===== src/rtl/mem_pkg.sv =====
// Shared encodings for the memory-stage data path: op codes, byte-enable
// patterns and op classification helpers.
package mem_pkg;

    // Memory operation codes; 9..15 are unused and behave as NONE.
    localparam logic [3:0] MEM_OP_NONE = 4'd0;
    localparam logic [3:0] MEM_OP_LW   = 4'd1;
    localparam logic [3:0] MEM_OP_LH   = 4'd2;
    localparam logic [3:0] MEM_OP_LHU  = 4'd3;
    localparam logic [3:0] MEM_OP_LB   = 4'd4;
    localparam logic [3:0] MEM_OP_LBU  = 4'd5;
    localparam logic [3:0] MEM_OP_SW   = 4'd6;
    localparam logic [3:0] MEM_OP_SH   = 4'd7;
    localparam logic [3:0] MEM_OP_SB   = 4'd8;

    // Byte-enable patterns, bit n enables byte lane n.
    localparam logic [3:0] BE_NONE    = 4'b0000;
    localparam logic [3:0] BE_WORD    = 4'b1111;
    localparam logic [3:0] BE_HALF_LO = 4'b0011;
    localparam logic [3:0] BE_HALF_HI = 4'b1100;
    localparam logic [3:0] BE_BYTE0   = 4'b0001;

    function automatic logic is_load(input logic [3:0] op);
        return (op >= MEM_OP_LW) && (op <= MEM_OP_LBU);
    endfunction

    function automatic logic is_store(input logic [3:0] op);
        return (op >= MEM_OP_SW) && (op <= MEM_OP_SB);
    endfunction

    // Word ops need a word-aligned address, halfword ops an even address;
    // byte ops and non-memory ops can never be misaligned.
    function automatic logic is_misaligned(input logic [3:0] op, input logic [1:0] off);
        logic mis;
        mis = 1'b0;
        case (op)
            MEM_OP_LW, MEM_OP_SW:              mis = (off != 2'b00);
            MEM_OP_LH, MEM_OP_LHU, MEM_OP_SH: mis = off[0];
            default:                           mis = 1'b0;
        endcase
        return mis;
    endfunction

endpackage


===== src/rtl/load_ext.sv =====
// Load extractor: picks the addressed byte/halfword out of the registered
// memory word and sign- or zero-extends it to 32 bits.
module load_ext
    import mem_pkg::*;
(
    input  logic [31:0] raw,
    input  logic [1:0]  offset,
    input  logic [3:0]  op,
    output logic [31:0] data
);

    logic [15:0] half_val;
    logic [7:0]  byte_val;

    // Lane selection and extension by op; non-load ops yield zero.
    always_comb begin
        half_val = offset[1] ? raw[31:16] : raw[15:0];
        byte_val = raw[{offset, 3'b000} +: 8];
        data     = 32'h0;
        case (op)
            MEM_OP_LW:  data = raw;
            MEM_OP_LH:  data = {{16{half_val[15]}}, half_val};
            MEM_OP_LHU: data = {16'h0, half_val};
            MEM_OP_LB:  data = {{24{byte_val[7]}}, byte_val};
            MEM_OP_LBU: data = {24'h0, byte_val};
            default:    data = 32'h0;
        endcase
    end

endmodule


===== src/rtl/mem_align_unit.sv =====
// Memory-stage data path: store lane steering and byte enables toward the
// data memory, the M/W pipeline register, misalignment detection and the
// W-stage load extraction.
module mem_align_unit
    import mem_pkg::*;
#(
    parameter int unsigned ADDR_W = 32
) (
    input  logic              clk,
    input  logic              reset,
    input  logic              m_valid,
    input  logic [3:0]        m_mem_op,
    input  logic [ADDR_W-1:0] m_addr,
    input  logic [31:0]       m_wdata,
    input  logic              stall,
    input  logic              flush,
    input  logic [31:0]       dm_rdata,
    output logic [ADDR_W-1:0] dm_addr,
    output logic [31:0]       dm_wdata,
    output logic [3:0]        dm_be,
    output logic              dm_we,
    output logic              w_valid,
    output logic [31:0]       w_load_data,
    output logic              w_is_load,
    output logic              w_adel,
    output logic              w_ades,
    output logic [ADDR_W-1:0] w_badaddr
);

    logic m_load;
    logic m_store;
    logic m_mis;

    assign m_load  = is_load(m_mem_op);
    assign m_store = is_store(m_mem_op);
    assign m_mis   = is_misaligned(m_mem_op, m_addr[1:0]);

    assign dm_addr = {m_addr[ADDR_W-1:2], 2'b00};

    // Store lane replication and byte enables; a misaligned store enables nothing.
    always_comb begin
        dm_wdata = m_wdata;
        dm_be    = BE_NONE;
        case (m_mem_op)
            MEM_OP_SW: begin
                dm_be = BE_WORD;
            end
            MEM_OP_SH: begin
                dm_wdata = {2{m_wdata[15:0]}};
                dm_be    = m_addr[1] ? BE_HALF_HI : BE_HALF_LO;
            end
            MEM_OP_SB: begin
                dm_wdata = {4{m_wdata[7:0]}};
                dm_be    = BE_BYTE0 << m_addr[1:0];
            end
            default: begin
                dm_be = BE_NONE;
            end
        endcase
        if (m_mis) begin
            dm_be = BE_NONE;
        end
    end

    // Stalled or flushed instructions must not reach memory.
    assign dm_we = m_valid & m_store & ~m_mis & ~stall & ~flush;

    logic              valid_d, valid_q;
    logic [31:0]       raw_d, raw_q;
    logic [3:0]        op_d, op_q;
    logic [1:0]        off_d, off_q;
    logic              adel_d, adel_q;
    logic              ades_d, ades_q;
    logic [ADDR_W-1:0] badaddr_d, badaddr_q;

    // Next M/W contents when the register advances normally.
    always_comb begin
        valid_d   = m_valid;
        raw_d     = dm_rdata;
        op_d      = m_mem_op;
        off_d     = m_addr[1:0];
        adel_d    = m_valid & m_load & m_mis;
        ades_d    = m_valid & m_store & m_mis;
        badaddr_d = (adel_d | ades_d) ? m_addr : '0;
    end

    // M/W register: reset, then flush over stall, else capture.
    always_ff @(posedge clk) begin
        if (reset) begin
            valid_q   <= 1'b0;
            raw_q     <= 32'h0;
            op_q      <= MEM_OP_NONE;
            off_q     <= 2'b00;
            adel_q    <= 1'b0;
            ades_q    <= 1'b0;
            badaddr_q <= '0;
        end else if (flush) begin
            // A flushed slot is a clean bubble, including the load result.
            valid_q   <= 1'b0;
            raw_q     <= 32'h0;
            op_q      <= MEM_OP_NONE;
            off_q     <= 2'b00;
            adel_q    <= 1'b0;
            ades_q    <= 1'b0;
            badaddr_q <= '0;
        end else if (!stall) begin
            valid_q   <= valid_d;
            raw_q     <= raw_d;
            op_q      <= op_d;
            off_q     <= off_d;
            adel_q    <= adel_d;
            ades_q    <= ades_d;
            badaddr_q <= badaddr_d;
        end
    end

    logic [31:0] ext_data;

    load_ext u_load_ext (
        .raw    (raw_q),
        .offset (off_q),
        .op     (op_q),
        .data   (ext_data)
    );

    // W-stage outputs; a faulting load never produces data or a GRF write.
    always_comb begin
        w_valid     = valid_q;
        w_load_data = adel_q ? 32'h0 : ext_data;
        w_is_load   = valid_q & is_load(op_q) & ~adel_q;
        w_adel      = adel_q;
        w_ades      = ades_q;
        w_badaddr   = badaddr_q;
    end

endmodule

===== config.mk =====
export PLATFORM = sky130hd
export DESIGN_NAME = mem_align_unit
export DESIGN_NICKNAME = d
export VERILOG_FILES = /design/src/rtl/mem_pkg.sv /design/src/rtl/load_ext.sv /design/src/rtl/mem_align_unit.sv
export SDC_FILE = /design/constraint.sdc
export NUM_CORES = 1
export LEC_CHECK = 0
export CAP_MARGIN = 20
export CORE_MARGIN = 3
export CORE_UTILIZATION = 42
export CTS_CLUSTER_DIAMETER = 50
export DETAILED_ROUTE_END_ITERATION = 10
export PLACE_DENSITY = 0.87
export RECOVER_POWER = 50
export SKIP_CTS_REPAIR_TIMING = 1
export SYNTH_ARGS = -nofsm -noshare
export SYNTH_HDL_FRONTEND = slang
export SYNTH_HIERARCHICAL = 1
export SYNTH_SLANG_ARGS = --single-unit
export TNS_END_PERCENT = 10

===== constraint.sdc =====
create_clock -name clk -period 5 [get_ports clk]
set_input_delay 0.75 -clock clk [delete_from_list [all_inputs] [get_ports clk]]
set_output_delay 0.75 -clock clk [all_outputs]
set_load 0.01 [all_outputs]

After elaboration in Yosys (flattened, before gate mapping)
Index checks and enable logic that the tools add are counted.
{"block": "word_totals", "output_inout_bits": 137, "ff_bits": 73, "input_bits": 105, "elab_cells": 56}
{"block": "classes", "n_reduce_logical": 7, "n_bitwise": 14, "n_lt_le_gt_ge": 6, "n_eq_ne": 11, "mux": 9, "shift": 2}
{"cell": "32-bit case mux with 5 select lines", "n": 1}
{"cell": "32-bit two-way mux", "n": 2}
{"cell": "32-bit case mux with 2 select lines", "n": 1}
{"cell": "32-bit by 6-bit indexed part select with 8-bit output", "n": 1}
{"cell": "4-bit by 2-bit equality test with 1-bit output (second input constant)", "n": 4}
{"cell": "4-bit by 3-bit equality test with 1-bit output (second input constant)", "n": 4}
{"cell": "16-bit two-way mux", "n": 1}
{"cell": "4-bit case mux with 3 select lines", "n": 1}
{"cell": "1-bit bitwise AND", "n": 9}
{"cell": "4-bit by 1-bit equality test with 1-bit output (second input constant)", "n": 2}
{"cell": "4-bit by 1-bit greater-or-equal comparator with 1-bit output (second input constant)", "n": 2}
{"cell": "4-bit by 3-bit less-or-equal comparator with 1-bit output (second input constant)", "n": 2}
{"cell": "4-bit two-way mux", "n": 2}
{"cell": "4-bit equality test (second input constant)", "n": 1}
{"cell": "4-bit by 3-bit greater-or-equal comparator with 1-bit output (second input constant)", "n": 1}
{"cell": "4-bit less-or-equal comparator (second input constant)", "n": 1}
{"cell": "1-bit inverter", "n": 4}
{"cell": "2-bit OR reduction", "n": 2}
{"cell": "1-bit by 2-bit left shift with 4-bit output (first input constant)", "n": 1}
{"cell": "1-bit logical AND", "n": 3}
{"cell": "3-bit OR reduction", "n": 1}
{"cell": "1-bit case mux with 2 select lines", "n": 1}
{"cell": "2-bit nonzero test", "n": 1}
{"cell": "1-bit OR", "n": 1}

Longest topological paths before layout
Gate-level depths: netlist (run 1).
{"block": "logic_depth", "word_depth": 7, "depth_mapped": 8, "mapped_depth_nobuf": 5}

Cells and area by module
The synthesis (run 1) kept the hierarchy.
{"module": "mem_align_unit", "seq_area_each_um2": 1461.4, "area_per_inst_um2": 3696.0, "instances": 1, "cells_each": 417}
{"module": "load_ext", "seq_area_each_um2": 0.0, "area_per_inst_um2": 603.1, "instances": 1, "cells_each": 90}

Worst setup path after synthesis (run 1)
Ideal clock, no wire load.
{"block": "synth_path", "path_kind": "input-to-output", "start": "input port m_addr[1]", "end": "output port dm_we", "slack_ns": 2.226, "cell_stages": 4, "t_arrival_ns": 2.024, "cell_sequence": "buf_2 and4b_1 o41ai_4 nor4b_2"}
{"block": "synth_via", "elab_chain_cells": 6}
{"element": "from (decl)", "line_no": "mem_align_unit.sv:13", "source": "input logic [ADDR_W-1:0] m_addr,"}
{"element": "2-bit nonzero test", "line_no": "mem_pkg.sv:37", "source": "MEM_OP_LW, MEM_OP_SW: mis = (off != 2'b00);"}
{"element": "1-bit case mux with 2 select lines", "line_no": "mem_pkg.sv:36", "source": "case (op)"}
{"element": "1-bit inverter", "line_no": "mem_align_unit.sv:66", "source": "assign dm_we = m_valid & m_store & ~m_mis & ~stall & ~flush;"}
{"element": "1-bit bitwise AND (3 in a row)", "line_no": "mem_align_unit.sv:66"}
{"element": "to (decl)", "line_no": "mem_align_unit.sv:21", "source": "output logic dm_we,"}
No other way between the ends.

Final worst setup path (run 1)
{"block": "layout_path", "start": "input port m_mem_op[2]", "end": "output port dm_wdata[20]"}
{"block": "layout_via", "elab_chain_cells": 2}
{"element": "from (decl)", "line_no": "mem_align_unit.sv:12", "source": "input logic [3:0] m_mem_op,"}
{"element": "4-bit equality test or 4-bit by 3-bit equality test with 1-bit output (tied branches)", "line_no": "mem_align_unit.sv:44", "source": "case (m_mem_op)"}
{"element": "32-bit case mux with 2 select lines *", "line_no": "mem_align_unit.sv:44"}
{"element": "to (decl)", "line_no": "mem_align_unit.sv:19", "source": "output logic [31:0] dm_wdata,"}
Mark *: on every way between the ends. The rest lies on a longest branch, timed or not.

==> results of run 1 <==
-- worst max-delay path: stages --
cell	delay, ns
clkdlybuf4s50_1	0.55
and4b_1	0.42
nor2_2	0.58
mux2_2	0.42
clkdlybuf4s50_1	0.49
-- layout by cell type, fill, tap and decap left out, types with 8 or more instances in the layout --
cell             instances
a21o_1                   9
a221o_1                 14
a22o_1                   8
clkbuf_8                10
clkdlybuf4s50_1        175
dfxtp_1                 73
dlygate4sd3_1           63
inv_1                   35
mux2_2                  17
mux2i_1                 46
nand2_1                 74
nor2_1                  51
nor2b_1                 32
o31ai_1                 33
-- cell families (layout without fill, tap and decap cells) --
| logic type | after synthesis | count (layout) |
|---|---|---|
| DFF | 73 | 73 |
| other | 1 | 2 |
| buffers and inverters | 108 | 296 |
| and+or+nand+nor | 181 | 181 |
| AOI/OAI and AO/OA | 81 | 81 |
| muxes | 63 | 63 |
-- worst max path at each step --
stage	startpoint	endpoint	slack (ns)	cells past startpoint
6_report	m_mem_op[2]	dm_wdata[20]	1.04	5
3_5_place_dp	m_mem_op[2]	dm_wdata[20]	1.05	5
4_1_cts	m_mem_op[2]	dm_wdata[20]	1.05	5
5_1_grt	m_mem_op[2]	dm_wdata[20]	0.91	5
2_1_floorplan	m_addr[1]	dm_we	2.23	4
3_3_place_gp	m_mem_op[2]	dm_wdata[17]	1.21	5
-- routing by layer --
metal  up-vias  wire, µm  GRT usage [%]
li1       2058         -              -
met1      1908      5390           27.0
met2       163      6910           39.9
met3        12      1030           6.68
met4         0       124           6.21
met5         -         0              0
-- where the power goes --
part	switching, mW	internal, mW
logic	0.120	0.173
clock network	0.205	0.292
registers	0.0134	0.593
total	0.338	1.06
-- flip-flops by register name, summed over array words and instances, names as in the netlist --
register   cells
w_valid        1
w_ades         1
off_q          2
w_adel         1
raw_q         32
w_badaddr     32
op_q           4
-- final cells by class --
cell class,count,area share [%]
clock inverter,3,0.975
multi-input combinational,327,33.6
clock buffer,12,2.18
tap,133,2.49
sequential,73,21.9
inverter,35,1.97
timing repair buffer,246,36.9
-- metrics by stage --
step	hold slack [ns]	utilization (%)	setup WS (ns)
4_1_cts	0.462	67.4	1.05
6_report	0.448	67.6	1.04
5_1_grt	0.475	67.6	0.906
3_3_place_gp	0.433	65.2	1.21
2_1_floorplan	0.465	-	2.23
3_5_place_dp	0.443	65.2	1.05
==> summary.txt, run 1 <==
Timing
  • Actual slew at the worst max-slew pin: 2.27 ns
  • TNS Setup: 0 ns
  • Clock skew: 0 ns
  • Final hold viol count: 0
  • Max Fclk: 252 MHz
  • Final Setup Violations: 0
  • Fin crit period: 3.96 ns
  • RSZ-0062 raised after global routing: no
  • Slew headroom: -51.6%
  • Crit share post-route: 79.3%
  • Fin. max-slew vios: 41

Worst setup path
  • Worst Setup Start Kind: input pin
  • CP endpoint kind: output port
  • FF-to-FF setup slack: 3.96 ns
  • CP arrival: 3.21 ns
  • FF-to-FF End: off_q[1]
  • Reg-to-reg critical path startpoint: off_q[1]
  • CP required: 4.25 ns
  • Kind of critical path: in2out
  • Max Fanout on Critical Path: 16
  • R2R depth: 2

Global routing
  • Initial antenna violation count: 0
  • Largest net degree at the start of global routing: 42
  • GRT overflow: 0
  • GRT Total Usage: 22.8%
  • Vias in the first global route: 4199
  • First-pass GRT wire length: 21.1 mm

Clock network
  • Clk buf depth: 2
  • Reg clk slew, reported paths: 0.07 ns
  • CTS sink count: 73
  • Clock Latency Late Sink: 0.33 ns
  • Htree depth: 3
  • CTS Buf Count: 9
  • Root Driver: clkbuf_8
  • TritonCTS clock tree: built

Synthesis
  • Most frequent cells after synthesis: nand2_1 (74), dfxtp_1 (73), nor2_1 (51)
  • Post-synth EDFFs: 0
  • Top cells by area in the synthesized netlist: dfxtp_1 (34%), mux2i_1 (11%), buf_4 (7.3%), nand2_1 (6.5%), o31ai_1 (5.8%)
  • Synth area leader: dfxtp_1
  • Top-area cell type share of the netlist area: 34.0%
  • Yosys reg bits: 73
  • Mux contribution to synthesized area: 15.2%
  • Mean Syn Cell Area: 8.48 µm²
  • Async SR Flop Fraction: 0%
  • Prevailing post-synth register cell: dfxtp_1
  • Mapped Area: 4300 µm²
  • Yosys warnings: 6
  • Largest family of logic cells by synthesized area: simple AND/OR/NAND/NOR gates
  • Sequential element share of the synthesized area: 34.0%
  • Synth cell types: 47
  • Adder-Cell Fraction of Synth Area: 0%
  • Compound-Gate Fraction of Synth Area: 15.9%
  • Area share of xor/xnor cells in the synthesized design: 0%
  • Simple-gate portion of the synthesized area: 20.6%
  • Most common cell in the netlist: nand2_1
  • Post-Synthesis Cells: 507

Floorplan
  • Die W: 107 µm
  • Core area: 9860 µm²
  • Initial core utilization: 43.6%
  • Die area: 11500 µm²
  • # IOs: 242
  • Die height: 107 µm
  • Number of core rows: 36

Outcome
  • Outcome: finished, violations left
  • Failing checks: max-capacitance violations, max-slew violations

Hold path
  • Hold_sp: w_badaddr[13]
  • Hold Path Sink: w_badaddr[13]
  • Worst hold path class: reg2reg
  • Worst Hold Depth: 2

Drt
  • Vias after detailed routing: 4141
  • Initial DRC count: 126
  • Mean number of vias per cell: 5.00
  • DRC: 0
  • DR WL/cell: 16.2 µm
  • Remaining antenna violation count: 0
  • DRT Wirelength: 13.5 mm
  • DR pass1 iterations: 4

Cells and area
  • Finished Layout Cells: 829
  • Area of the multi-input gates: 2240 µm²
  • Area Growth Syn to Fin: 55.2%
  • Layout cells sized above 1: 7.33%
  • Post-layout nets: 797
  • Diode count: 0
  • Fin area: 6670 µm²
  • Sequential cell area: 1460 µm²
  • Fill cells: 759

Job
  • Max-cap violations: 1

Place
  • Placed insts: 813
  • Port bufs: 239
  • Post-DP Area: 6430 µm²
  • Routability congestion estimate: 0.934
  • DP HPWL: 10.4 mm

Power and ir drop
  • Final Power: 1.40 mW
  • Pwr Density: 209 nW/µm²
  • Max IR drop VDD: 147 µV
  • LEAKAGE: 2.90 nW
No activity file was read; power rests on OpenSTA's default activity.
==> run 2, diff against run 1 <==
--- a/config.mk
+++ b/config.mk
@@ -7,10 +7,10 @@
 export LEC_CHECK = 0
 export CAP_MARGIN = 20
 export CORE_MARGIN = 3
-export CORE_UTILIZATION = 42
+export CORE_UTILIZATION = 39
 export CTS_CLUSTER_DIAMETER = 50
 export DETAILED_ROUTE_END_ITERATION = 10
-export PLACE_DENSITY = 0.87
+export PLACE_DENSITY = 0.81
 export RECOVER_POWER = 50
 export SKIP_CTS_REPAIR_TIMING = 1
 export SYNTH_ARGS = -nofsm -noshare
==> constraint.sdc (replaced) <==
create_clock -name clk -period 3.8 [get_ports clk]
set_input_delay 0.57 -clock clk [delete_from_list [all_inputs] [get_ports clk]]
set_output_delay 0.57 -clock clk [all_outputs]
set_load 0.01 [all_outputs]
==> run 2 against run 1 <==
The run still ends with max-capacitance violations, max-slew violations left. Largest cell class unchanged. Critical path type unchanged. Critical endpoint is now dm_wdata[8]. Setup slack worse by 0.61 ns. Power up 31%. Register-to-register slack worse by 1.2 ns. Combinational power increased by 32%. Critical path depth unchanged. Flip-flop and latch count is the same. Non-clock buffer count up 4.
==> summary.txt, run 2 (same netlist as run 1, synthesis figures left out) <==
Timing
  • Worst Setup Slack, final: 0.431 ns (-0.605 ns)
  • RSZ-0062 raised after global routing: no
  • Fin crit period: 3.37 ns
  • Crit share post-route: 88.7%
  • TNS Setup: 0 ns (unchanged)
  • Clock skew: 0 ns (unchanged)
  • Fin. max-slew vios: 40 (-2.4%)
  • Actual slew at the worst max-slew pin: 1.66 ns (-0.611 ns)
  • Final hold viol count: 0 (unchanged)
  • Slew headroom: -10.8% (+41 points)
  • Final Setup Violations: 0 (unchanged)
  • Max Fclk: 297 MHz

Drt
  • DR WL/cell: 16.6 µm (+2.3%)
  • DRT Wirelength: 13.9 mm (+3.2%)
  • Mean number of vias per cell: 5.06 (+1.4%)
  • DRC: 0 (unchanged)
  • Initial DRC count: 246 (+95%)
  • Remaining antenna violation count: 0 (unchanged)
  • DR pass1 iterations: 5 (+1)
  • Vias after detailed routing: 4234 (+2.2%)

Cells and area
  • Fin area: 6680 µm² (about the same)
  • Area Growth Syn to Fin: 55.3% (about the same)
  • Most frequent cells in the layout: clkdlybuf4s50_1 (174), nand2_1 (74), dfxtp_1 (73)
  • Post-layout nets: 801 (+0.50%)
  • Layout cells sized above 1: 8.00% (+0.67 points)
  • Commonest non-fill, non-tap cell in the layout: clkdlybuf4s50_1
  • Diode count: 0 (unchanged)

Place
  • Port bufs: 239 (unchanged)
  • Routability congestion estimate: 0.842 (-9.8%)
  • Place WS: 0.453 ns (-0.600 ns)
  • DP HPWL: 10.7 mm (+3.0%)
  • Post-DP Area: 6480 µm² (+0.64%)

Floorplan
  • Initial core utilization: 40.9% (-2.7 points)
  • Core area: 10500 µm² (+6.5%)
  • Die area: 12300 µm² (+7.2%)
  • Die W: 111 µm (+3.6%)
  • # IOs: 242 (unchanged)
  • Number of core rows: 37 (+2.8%)
  • Die height: 111 µm (+3.6%)

Worst setup path
  • CP endpoint kind: output port
  • Max Fanout on Critical Path: 9 (-7)
  • Max stage delay cell, worst path: nor4b_2
  • CP peak stage delay: 0.58 ns (about the same)
  • CP arrival: 2.80 ns (-0.41 ns)
  • Worst Setup Start Kind: input pin
  • CP required: 3.23 ns (-1.02 ns)
  • Crit path top cell by count: clkdlybuf4s50_1
  • Crit path cell chain: clkdlybuf4s50_1, nor4b_2, buf_4, mux2_2, clkdlybuf4s50_1
  • Kind of critical path: in2out

Global routing
  • GRT overflow: 0 (unchanged)
  • Initial antenna violation count: 0 (unchanged)
  • Largest net degree at the start of global routing: 41 (-2.4%)
  • First-pass GRT wire length: 22.0 mm (+4.2%)
  • GRT Total Usage: 22.0% (-0.80 points)
  • Vias in the first global route: 4223 (+0.57%)

Clock network
  • CTS Buf Count: 9 (unchanged)
  • Reg clk slew, reported paths: 0.07 ns (about the same)
  • Clk buf depth: 2 (unchanged)
  • Root Driver: clkbuf_8
  • Htree depth: 3 (unchanged)
  • CTS sink count: 73 (unchanged)
  • TritonCTS clock tree: built
  • Clock Latency Late Sink: 0.34 ns (about the same)

Power and ir drop
  • Max IR drop VDD: 184 µV (+26%)
  • LEAKAGE: 2.91 nW (+0.38%)
  • Pwr Density: 275 nW/µm² (+31%)

Hold path
  • Worst hold path class: reg2reg

Outcome
  • Outcome: finished, violations left
  • Failing checks: max-capacitance violations, max-slew violations

Job
  • Max-cap violations: 1 (unchanged)
## run 2: cell types whose count changed in the layout (fill, tap and decap cells not counted)
cell,previous run,this run
buf_4,6,9
dlygate4sd3_1,63,64
or2_2,0,1
clkinv_4,0,1
clkdlybuf4s50_1,175,174
clkinv_2,1,3
or2_0,2,1
buf_16,1,0
clkbuf_8,10,9
## run 2: layout make-up
class | instances | area (µm²)
fill | 899 | 3830
timing repair buffer | 250 | 2460
multi-input combinational | 327 | 2240
sequential | 73 | 1460
tap | 136 | 170
inverter | 35 | 131
clock buffer | 9 | 124
clock inverter | 6 | 83.8
## run 2: worst paths after layout
path,startpoint,endpoint,slack [ns],depth (start not counted)
max,m_mem_op[0],dm_wdata[8],0.43,5
min,w_badaddr[8],w_badaddr[8],0.45,2
max reg2reg,off_q[1],off_q[1],2.72,2
min reg2reg,w_badaddr[8],w_badaddr[8],0.45,2
## run 2: worst max-delay path, delay by kind of cell
family | cells | cell delay (ns)
buffers and inverters | 3 | 1.29
AND/OR/NAND/NOR | 1 | 0.58
multiplexers | 1 | 0.36
## run 2: routing by layer
layer | share of wire, % | global-route usage (%) | up-vias
met5 | 0 | 0 | -
li1 | - | - | 2069
met3 | 8.8 | 7.53 | 30
met2 | 48 | 36.8 | 186
met4 | 2.8 | 8.87 | 0
met1 | 40 | 25.7 | 1949
## run 2: through the flow
stage	power, mW	util (%)	hold slack [ns]	cells
2_1_floorplan	0.997	-	0.465	508
3_3_place_gp	1.20	61.6	0.432	821
3_5_place_dp	1.21	61.6	0.443	821
4_1_cts	1.86	63.6	0.461	836
5_1_grt	1.92	63.5	0.471	836
6_report	1.84	63.5	0.449	836
## run 2: power breakdown
part / switching (mW) / leakage, nW / internal (mW) / total, mW
Clock: 0.288 / 0.109 / 0.364 / 0.652
Combinational: 0.158 / 2.21 / 0.229 / 0.387
Sequential: 0.0169 / 0.592 / 0.781 / 0.797
Total: 0.463 / 2.91 / 1.37 / 1.84
